`config.mk`:
```
export PLATFORM = sky130hd
export DESIGN_NAME = deser_align_ctrl_flat
export DESIGN_NICKNAME = d
export VERILOG_FILES = /design/src/rtl/deser_align_ctrl_if.sv /design/src/rtl/deser_align_ctrl.sv /design/src/flat_wrapper.sv
export SDC_FILE = /design/constraint.sdc
export NUM_CORES = 1
export LEC_CHECK = 0
export ABC_AREA = 1
export CAP_MARGIN = 20
export CELL_PAD_IN_SITES_DETAIL_PLACEMENT = 1
export CELL_PAD_IN_SITES_GLOBAL_PLACEMENT = 2
export CORE_MARGIN = 5
export CORE_UTILIZATION = 35
export CTS_BUF_LIST = sky130_fd_sc_hd__clkbuf_8 sky130_fd_sc_hd__clkbuf_16
export CTS_CLUSTER_SIZE = 16
export DETAILED_ROUTE_END_ITERATION = 12
export PLACE_DENSITY_LB_ADDON = 0.12
export SLEW_MARGIN = 25
export SYNTH_ARGS = -nofsm -noshare
export SYNTH_HDL_FRONTEND = slang
export SYNTH_SLANG_ARGS = --single-unit
```
`constraint.sdc`:
```
create_clock -name clk -period 3.75 [get_ports clk]
set_input_delay 0.75 -clock clk [delete_from_list [all_inputs] [get_ports clk]]
set_output_delay 0.75 -clock clk [all_outputs]
set_load 0.05 [all_outputs]
```
`src/rtl/deser_align_ctrl_if.sv`:
```
// Receive-side bundle for the word aligner: serial data/K-flag bits in,
// aligned parallel words and link status out.
interface deser_align_ctrl_if #(
   parameter int BITS = 8
) ();
   logic            data;
   logic            DK;
   logic [BITS-1:0] out;
   logic [BITS-1:0] out_DK;
   logic            word_valid;
   logic            sync;
   logic [1:0]      state;

   modport master (
      output data, DK,
      input  out, out_DK, word_valid, sync, state
   );

   modport slave (
      input  data, DK,
      output out, out_DK, word_valid, sync, state
   );
endinterface

```
`src/rtl/deser_align_ctrl.sv`:
```
// Comma-based word aligner and link-sync FSM for the serial receive path.
// Locks after LOCK_CNT aligned commas, drops after LOSS_CNT misaligned commas.
module deser_align_ctrl #(
   parameter int              BITS     = 8,
   parameter logic [BITS-1:0] COMMA    = 8'hBC,
   parameter int              LOCK_CNT = 3,
   parameter int              LOSS_CNT = 4
) (
   input logic               clk,
   input logic               reset,
   deser_align_ctrl_if.slave bus
);
   localparam int CW = (BITS > 1) ? $clog2(BITS) : 1;
   localparam int LW = $clog2(LOCK_CNT + 1);
   localparam int EW = $clog2(LOSS_CNT + 1);

   typedef enum logic [1:0] {
      ST_LOS  = 2'd0,
      ST_ACQ  = 2'd1,
      ST_SYNC = 2'd2
   } state_t;

   state_t          state_r;
   logic [BITS-1:0] dsh_r;
   logic [BITS-1:0] ksh_r;
   logic [CW-1:0]   bit_cnt_r;
   logic [LW-1:0]   comma_cnt_r;
   logic [EW-1:0]   err_cnt_r;
   logic [BITS-1:0] out_r;
   logic [BITS-1:0] out_dk_r;
   logic            word_valid_r;
   logic            sync_r;

   logic [BITS-1:0] cand_s;
   logic [BITS-1:0] candk_s;
   logic            is_comma_s;
   logic            boundary_s;

   // A K-word needs every DK bit set; the data pattern alone is not enough.
   function automatic logic comma_match(input logic [BITS-1:0] d, input logic [BITS-1:0] k);
      return (d == COMMA) && (k == {BITS{1'b1}});
   endfunction

   // Candidate word includes the bit arriving on the current edge.
   always_comb begin
      cand_s     = {dsh_r[BITS-2:0], bus.data};
      candk_s    = {ksh_r[BITS-2:0], bus.DK};
      is_comma_s = comma_match(cand_s, candk_s);
      boundary_s = (bit_cnt_r == CW'(BITS - 1));
   end

   // Alignment FSM, counters, shift registers and registered outputs.
   always_ff @(posedge clk or posedge reset) begin
      if (reset) begin
         state_r      <= ST_LOS;
         dsh_r        <= '0;
         ksh_r        <= '0;
         bit_cnt_r    <= '0;
         comma_cnt_r  <= '0;
         err_cnt_r    <= '0;
         out_r        <= '0;
         out_dk_r     <= '0;
         word_valid_r <= 1'b0;
         sync_r       <= 1'b0;
      end else begin
         dsh_r        <= cand_s;
         ksh_r        <= candk_s;
         word_valid_r <= 1'b0;
         bit_cnt_r    <= boundary_s ? '0 : bit_cnt_r + CW'(1);

         case (state_r)
            ST_LOS: begin
               if (is_comma_s) begin
                  bit_cnt_r   <= '0;
                  comma_cnt_r <= LW'(1);
                  state_r     <= ST_ACQ;
               end else begin
                  comma_cnt_r <= '0;
               end
            end

            ST_ACQ: begin
               if (boundary_s && is_comma_s) begin
                  if (comma_cnt_r + LW'(1) >= LW'(LOCK_CNT)) begin
                     comma_cnt_r <= LW'(LOCK_CNT);
                     err_cnt_r   <= '0;
                     state_r     <= ST_SYNC;
                     sync_r      <= 1'b1;
                  end else begin
                     comma_cnt_r <= comma_cnt_r + LW'(1);
                  end
               end else if (boundary_s) begin
                  comma_cnt_r <= '0;
                  state_r     <= ST_LOS;
               end else begin
                  comma_cnt_r <= comma_cnt_r;
               end
            end

            ST_SYNC: begin
               if (boundary_s) begin
                  out_r        <= cand_s;
                  out_dk_r     <= candk_s;
                  word_valid_r <= 1'b1;
                  if (is_comma_s) begin
                     err_cnt_r <= '0;
                  end else begin
                     err_cnt_r <= err_cnt_r;
                  end
               end else if (is_comma_s) begin
                  // bit_cnt keeps running; the next comma seen in LOS realigns.
                  if (err_cnt_r + EW'(1) >= EW'(LOSS_CNT)) begin
                     err_cnt_r <= EW'(LOSS_CNT);
                     state_r   <= ST_LOS;
                     sync_r    <= 1'b0;
                  end else begin
                     err_cnt_r <= err_cnt_r + EW'(1);
                  end
               end else begin
                  err_cnt_r <= err_cnt_r;
               end
            end

            default: begin
               state_r     <= ST_LOS;
               sync_r      <= 1'b0;
               comma_cnt_r <= '0;
               err_cnt_r   <= '0;
            end
         endcase
      end
   end

   assign bus.out        = out_r;
   assign bus.out_DK     = out_dk_r;
   assign bus.word_valid = word_valid_r;
   assign bus.sync       = sync_r;
   assign bus.state      = state_r;
endmodule

```
`src/flat_wrapper.sv`:
```
// flat-port wrapper written by rule: the top's interface ports become plain ports
module deser_align_ctrl_flat 
#(
   parameter int              BITS     = 8,
   parameter logic [BITS-1:0] COMMA    = 8'hBC,
   parameter int              LOCK_CNT = 3,
   parameter int              LOSS_CNT = 4
)
  (clk, reset, bus_data, bus_DK, bus_out, bus_out_DK, bus_word_valid, bus_sync, bus_state);
  deser_align_ctrl_if #(.BITS(BITS)) bus_i ();
  input logic clk;
  input logic reset;
  input wire logic [$bits(bus_i.data)-1:0] bus_data;
  input wire logic [$bits(bus_i.DK)-1:0] bus_DK;
  output wire logic [$bits(bus_i.out)-1:0] bus_out;
  output wire logic [$bits(bus_i.out_DK)-1:0] bus_out_DK;
  output wire logic [$bits(bus_i.word_valid)-1:0] bus_word_valid;
  output wire logic [$bits(bus_i.sync)-1:0] bus_sync;
  output wire logic [$bits(bus_i.state)-1:0] bus_state;
  assign bus_i.data = bus_data;
  assign bus_i.DK = bus_DK;
  assign bus_out = bus_i.out;
  assign bus_out_DK = bus_i.out_DK;
  assign bus_word_valid = bus_i.word_valid;
  assign bus_sync = bus_i.sync;
  assign bus_state = bus_i.state;
  deser_align_ctrl #(.BITS(BITS), .COMMA(COMMA), .LOCK_CNT(LOCK_CNT), .LOSS_CNT(LOSS_CNT)) u_core (.clk(clk), .reset(reset), .bus(bus_i));
endmodule
```
==> flow_summary.toml, run 1 <==
[floorplan]
ioPinCount = 24
die_x_um = 81.0
fp.coreArea_um2 = 4820
fp.dieH_um = 81.0
initial_core_util = 0.366
row_count = 25
die_area_um2 = 6560

[critical_path]
cp-end-kind = "output port"
regToRegStartpoint = "u_core.bit_cnt_r[0]$_DFF_PP0_"
path_depth = 1
crit_path_max_fanout = 7
r2r_slack_ps = 2000
crit_chain = "clkdlybuf4s50_1"
worstSetupEndpoint = "bus_state[0]"
critPathLaunchType = "flip-flop"
crit_start = "u_core.bus.state[0]$_DFFE_PP0P_"
required_ps = 3000
reg2reg_depth = 9
r2r_end = "u_core.bus.state[1]$_DFFE_PP0P_"
critical-path-top-delay-family = "buffers and inverters"
crit_type = "flip-flop to output port"
cpPeakStageDelay_ps = 870
arrival_ps = 1690
crit_path_top_delay_cell = "clkdlybuf4s50_1"
crit_buf_inv = 1

[clock_tree]
cts_max_level = 2
cts_buffer_depth = 2
postCtsSetupRepairBufs = 0
path_clk_slew_ps = 80
tritoncts = "built"
cts_sinks = 42
clock_latency_ps = 290
cts_root_buf = "clkbuf_8"
cts_buffers = 5
cts-resized-gates = 0
cts_hold_repair.buffers = 0

[run]
max_cap_violations = 0

[detailed_routing]
finalWirelength_mm = 3.70
drc = 0
drtIter0Drc = 25
vias = 1305
routed-wl-met3_um = 130
vias_per_cell = 4.50
routed.top_layer = "met4"
detail-route-antenna-nets = 0
dr.pass1.iters = 4
wl_met2_mm = 1.75
avgRoutedWirePerCell_um = 12.7
met1Wirelength_mm = 1.76

[power]
power_density_nw_per_um2 = 434
total_power_uw = 944
power.leakage_uw = 0.00110
vdd_drop_max_v = 0.000163

[sta]
setup_viol = 0
fin_tns_setup_ps = 0
period_needed_ps = 2440
max_freq_mhz = 409
worst_pin_slew_ps = 543
grt_setup_unrepaired = "no"
drv_slew = 0
slew_headroom = 0.638
clock_skew_ps = 4.81
finalHoldViolCount = 0
post-route-period-util = 0.652
fin_hold_ws_ps = 407

[synthesis]
synth_nets = 202
synth_seq_cells = 42
syn-instance-count = 194
ys.flop_type = "dfrtp_1"
yosysWarnings = 0
netlist_area_um2 = 1770
yosys-top-cells-count = "79 x nand2_1, 42 x dfrtp_1, 19 x inv_1"
syn_avg_cell_area_um2 = 9.10
synth_top_area_cell = "dfrtp_1"
synth_top_area_share = 0.595
synthMostInstantiatedCell = "nand2_1"
synthTopCellsByArea = "dfrtp_1 60%, nand2_1 17%, inv_1 4.0%, ha_1 2.8%, nand3_1 2.6%"
synthArstFlopShare = 1.00
synth_cell_types = 24
synth_edf_count = 0
ys_seq_area_frac = 0.595

[placed_design]
dp_cells = 282
io_buffers = 23
hpwlAfterDp_mm = 2.63
gp_congestion = 0.846

[finish]
fin_cells = 290
drive_gt1_frac = 0.112
nets = 230
area_growth_pct = 23.2
fillCellCount = 577
insertedDiodeCount = 0

[grt]
grt_antenna_before_repair = 0
grt_max_degree = 43
grt_pass1_wl_mm = 6.57
overflow = 0
grt_usage = 0.135
grt_pass1_vias = 1384

[worst_hold_path]
hp-class = "flip-flop to flip-flop"

[run_status]
outcome = "completed"
-- sequential cells by signal, indices dropped and copies added (netlist names) --
name	cells
u_core.bus.state	2
u_core.dsh_r	7
u_core.err_cnt_r	3
u_core.comma_cnt_r	2
u_core.bit_cnt_r	3
u_core.bus.out	8
u_core.ksh_r	7
u_core.bus.sync	1
u_core.bus.word_valid	1
u_core.bus.out_DK	8
-- layer usage --
layer  vias up  GRT usage
met3         6     0.0443
li1        644          -
met4         0     0.0557
met5         -          0
met2        16      0.218
met1       639      0.165
-- logic make-up after synthesis --
kind of cell,share of synthesized area
flops,0.595
compound gates,0.0340
buf+inv,0.0631
simple gates,0.270
fa+ha+maj,0.0283
xor+xnor,0.00922
-- worst min-delay path by stage --
stage / start / endpoint / cells after the start
floorplan: u_core.dsh_r[3]$_DFF_PP0_ / u_core.dsh_r[4]$_DFF_PP0_ / 0
global placement: u_core.dsh_r[4]$_DFF_PP0_ / u_core.dsh_r[5]$_DFF_PP0_ / 0
detailed placement: u_core.dsh_r[2]$_DFF_PP0_ / u_core.dsh_r[3]$_DFF_PP0_ / 0
CTS: u_core.dsh_r[4]$_DFF_PP0_ / u_core.dsh_r[5]$_DFF_PP0_ / 0
global route: u_core.ksh_r[0]$_DFF_PP0_ / u_core.ksh_r[1]$_DFF_PP0_ / 0
finish: u_core.ksh_r[1]$_DFF_PP0_ / u_core.ksh_r[2]$_DFF_PP0_ / 0
-- stage by stage --
stage	instance area [um^2]	setup slack (ps)	util
CTS	2180	1290	0.452
floorplan	1770	2030	-
finish	2180	1310	0.452
detailed placement	2070	1510	0.429
global route	2180	1220	0.452
global placement	2070	1540	0.429
-- area by class of cell --
type	count	area, um^2	share of cell area
Sequential cell	42	1050	0.483
Multi-Input combinational cell	125	603	0.277
Timing Repair Buffer	24	238	0.109
Inverter	24	90.1	0.0414
Tap cell	67	83.8	0.0385
Clock buffer	5	68.8	0.0316
Clock inverter	3	41.3	0.0190
-- cells in the final DEF, fill, tap and decap left out --
cell type,count
clkinvlp_4,1
nand4_1,1
nor2_2,3
nor2_4,1
nand2_2,3
bufinv_16,1
o21ai_0,2
nor3_2,2
clkdlybuf4s50_1,23
buf_4,1
clkbuf_8,5
xor2_2,1
ha_1,4
a21oi_4,1
nand2_4,1
clkinv_1,1
dfrtp_1,42
inv_1,20
inv_2,4
nand2_1,79
nor2_1,10
a21oi_2,1
o21ai_1,4
and2_1,1
nand3_1,9
a21oi_1,1
nor3_1,1
-- power by group --
group	total [uW]	internal [uW]	switching, uW
Sequential	486	465	21.1
Combinational	110	31.9	77.6
Clock	349	196	153
Note: power is estimated with default switching activity, not from simulation.
==> run 2: changes to the inputs <==
Settings changed: CORE_UTILIZATION 35 to 30.
Clock period 3.75 ns to 2.2 ns, I/O delays scaled along.
==> run 2 against run 1 <==
Against the previous run:
- final area up 0.57%
- sequential power grew 70%
- via count fell by 1.0%
- non-clock buffer count is the same
- die area up 15%
- first-iteration DRC count increased by 16%
- cell count is 2.8% higher
- wire length fell by 0.27%
- combinational power is 70% higher
- clock power increased by 75%
- clock skew decreased by 1.4 ps
- highest routed layer unchanged
==> flow_summary.toml, run 2 (synthesized netlist as in run 1, its figures left out) <==
[clock_tree]
clock_latency_ps = 290
cts_root_buf = "clkbuf_8"
cts_sinks = 42
cts_buffer_depth = 2
postCtsSetupRepairBufs = 0
path_clk_slew_ps = 80
cts_hold_repair.buffers = 0
cts-resized-gates = 0
cts_max_level = 2
cts_buffers = 5
tritoncts = "built"

[detailed_routing]
drc = 0
detail-route-antenna-nets = 0
finalWirelength_mm = 3.69
drtIter0Drc = 29
vias = 1292
vias_per_cell = 4.34
dr.pass1.iters = 4
avgRoutedWirePerCell_um = 12.4

[sta]
clock_skew_ps = 3.44
finalHoldViolCount = 0
grt_setup_unrepaired = "no"
drv_slew = 0
fin_hold_ws_ps = 405
slew_headroom = 0.645
setup_viol = 0
period_needed_ps = 2130
post-route-period-util = 0.967
max_freq_mhz = 470
worst_pin_slew_ps = 532
fin_tns_setup_ps = 0

[grt]
overflow = 0
grt_pass1_wl_mm = 6.81
grt_antenna_before_repair = 0
grt_pass1_vias = 1513
grt_usage = 0.115
grt_max_degree = 43

[floorplan]
fp.dieH_um = 86.7
ioPinCount = 24
initial_core_util = 0.304
fp.coreArea_um2 = 5820
die_area_um2 = 7520
die_x_um = 86.7
row_count = 28

[critical_path]
crit_path_max_fanout = 7
required_ps = 1760
crit_start = "u_core.bus.state[0]$_DFFE_PP0P_"
r2r_end = "u_core.bus.state[1]$_DFFE_PP0P_"
critPathLaunchType = "flip-flop"
cp-end-kind = "output port"
cpPeakStageDelay_ps = 870
regToRegStartpoint = "u_core.bit_cnt_r[0]$_DFF_PP0_"
crit_type = "flip-flop to output port"
worstSetupEndpoint = "bus_state[0]"
path_depth = 1
crit_buf_inv = 1
arrival_ps = 1690
crit_path_top_delay_cell = "clkdlybuf4s50_1"
crit_chain = "clkdlybuf4s50_1"
r2r_slack_ps = 480
critical-path-top-delay-family = "buffers and inverters"
reg2reg_depth = 9

[finish]
area_growth_pct = 24.0
register_area_um2 = 1050
multiInputGateArea_um2 = 603
fillCellCount = 712
final_cell_mix = "79 x nand2_1, 42 x dfrtp_1, 23 x clkdlybuf4s50_1, 19 x inv_1, 10 x nor2_1"
insertedDiodeCount = 0
drive_gt1_frac = 0.117
final_common_cell = "nand2_1"
nets = 230

[placed_design]
io_buffers = 23
hpwlAfterDp_mm = 2.82
gp_congestion = 0.757

[power]
power_density_nw_per_um2 = 743
vdd_drop_max_v = 0.000270
power.leakage_uw = 0.00110

[run_status]
outcome = "completed"

[worst_hold_path]
hp-class = "flip-flop to flip-flop"

[run]
max_cap_violations = 0
[run 2: where the power goes]
| part | internal (uW) | total [uW] | switching, uW |
|---|---|---|---|
| clock | 340 | 611 | 271 |
| combinational | 54.3 | 187 | 133 |
| sequential | 793 | 828 | 34.9 |
[run 2: layer usage]
layer | track usage | up-vias | routed length [um]
met3 | 0.0380 | 4 | 145
met5 | 0 | - | 0
met4 | 0.0425 | 0 | 42
li1 | - | 646 | -
met1 | 0.134 | 622 | 1680
met2 | 0.197 | 20 | 1820
[run 2: worst min-delay path by stage]
stage                                          from                         to  cells past startpoint
after floorplan           u_core.dsh_r[3]$_DFF_PP0_  u_core.dsh_r[4]$_DFF_PP0_                      0
after detailed placement  u_core.dsh_r[2]$_DFF_PP0_  u_core.dsh_r[3]$_DFF_PP0_                      0
after CTS                 u_core.ksh_r[0]$_DFF_PP0_  u_core.ksh_r[1]$_DFF_PP0_                      0
final                     u_core.ksh_r[0]$_DFF_PP0_  u_core.ksh_r[1]$_DFF_PP0_                      0
after global routing      u_core.ksh_r[0]$_DFF_PP0_  u_core.ksh_r[1]$_DFF_PP0_                      0
after global placement    u_core.dsh_r[4]$_DFF_PP0_  u_core.dsh_r[5]$_DFF_PP0_                      0
[run 2: through the flow]
| step | util | instances | total power (uW) | instance area [um^2] | worst slack (ps) |
|---|---|---|---|---|---|
| floorplan | - | 194 | 972 | 1770 | 648 |
| global placement | 0.357 | 290 | 1030 | 2080 | 286 |
| detailed placement | 0.357 | 290 | 1030 | 2080 | 227 |
| CTS | 0.376 | 298 | 1670 | 2190 | 44.3 |
| global route | 0.376 | 298 | 1720 | 2190 | 24.4 |
| finish | 0.376 | 298 | 1630 | 2190 | 72.7 |
[run 2: area by class of cell]
cell class / instances / share of cell area
clock buffers: 5 / 0.0314
repair buffers: 24 / 0.109
flip-flops and latches: 42 / 0.480
clock inverters: 3 / 0.0200
inverters: 24 / 0.0412
multi-input cells: 125 / 0.276
well taps: 75 / 0.0429
==> run 3: changes to the inputs <==
--- a/constraint.sdc
+++ b/constraint.sdc
@@ -3,2 +3,2 @@
 set_output_delay 0.44 -clock clk [all_outputs]
-set_load 0.05 [all_outputs]
+set_load 0.02 [all_outputs]
==> results of run 3 <==
Same layout as run 2 (identical final DEF). Status: completed.
Main changes from that run: setup slack after layout 72.7 ps -> 272 ps; total power 1630 uW -> 1610 uW
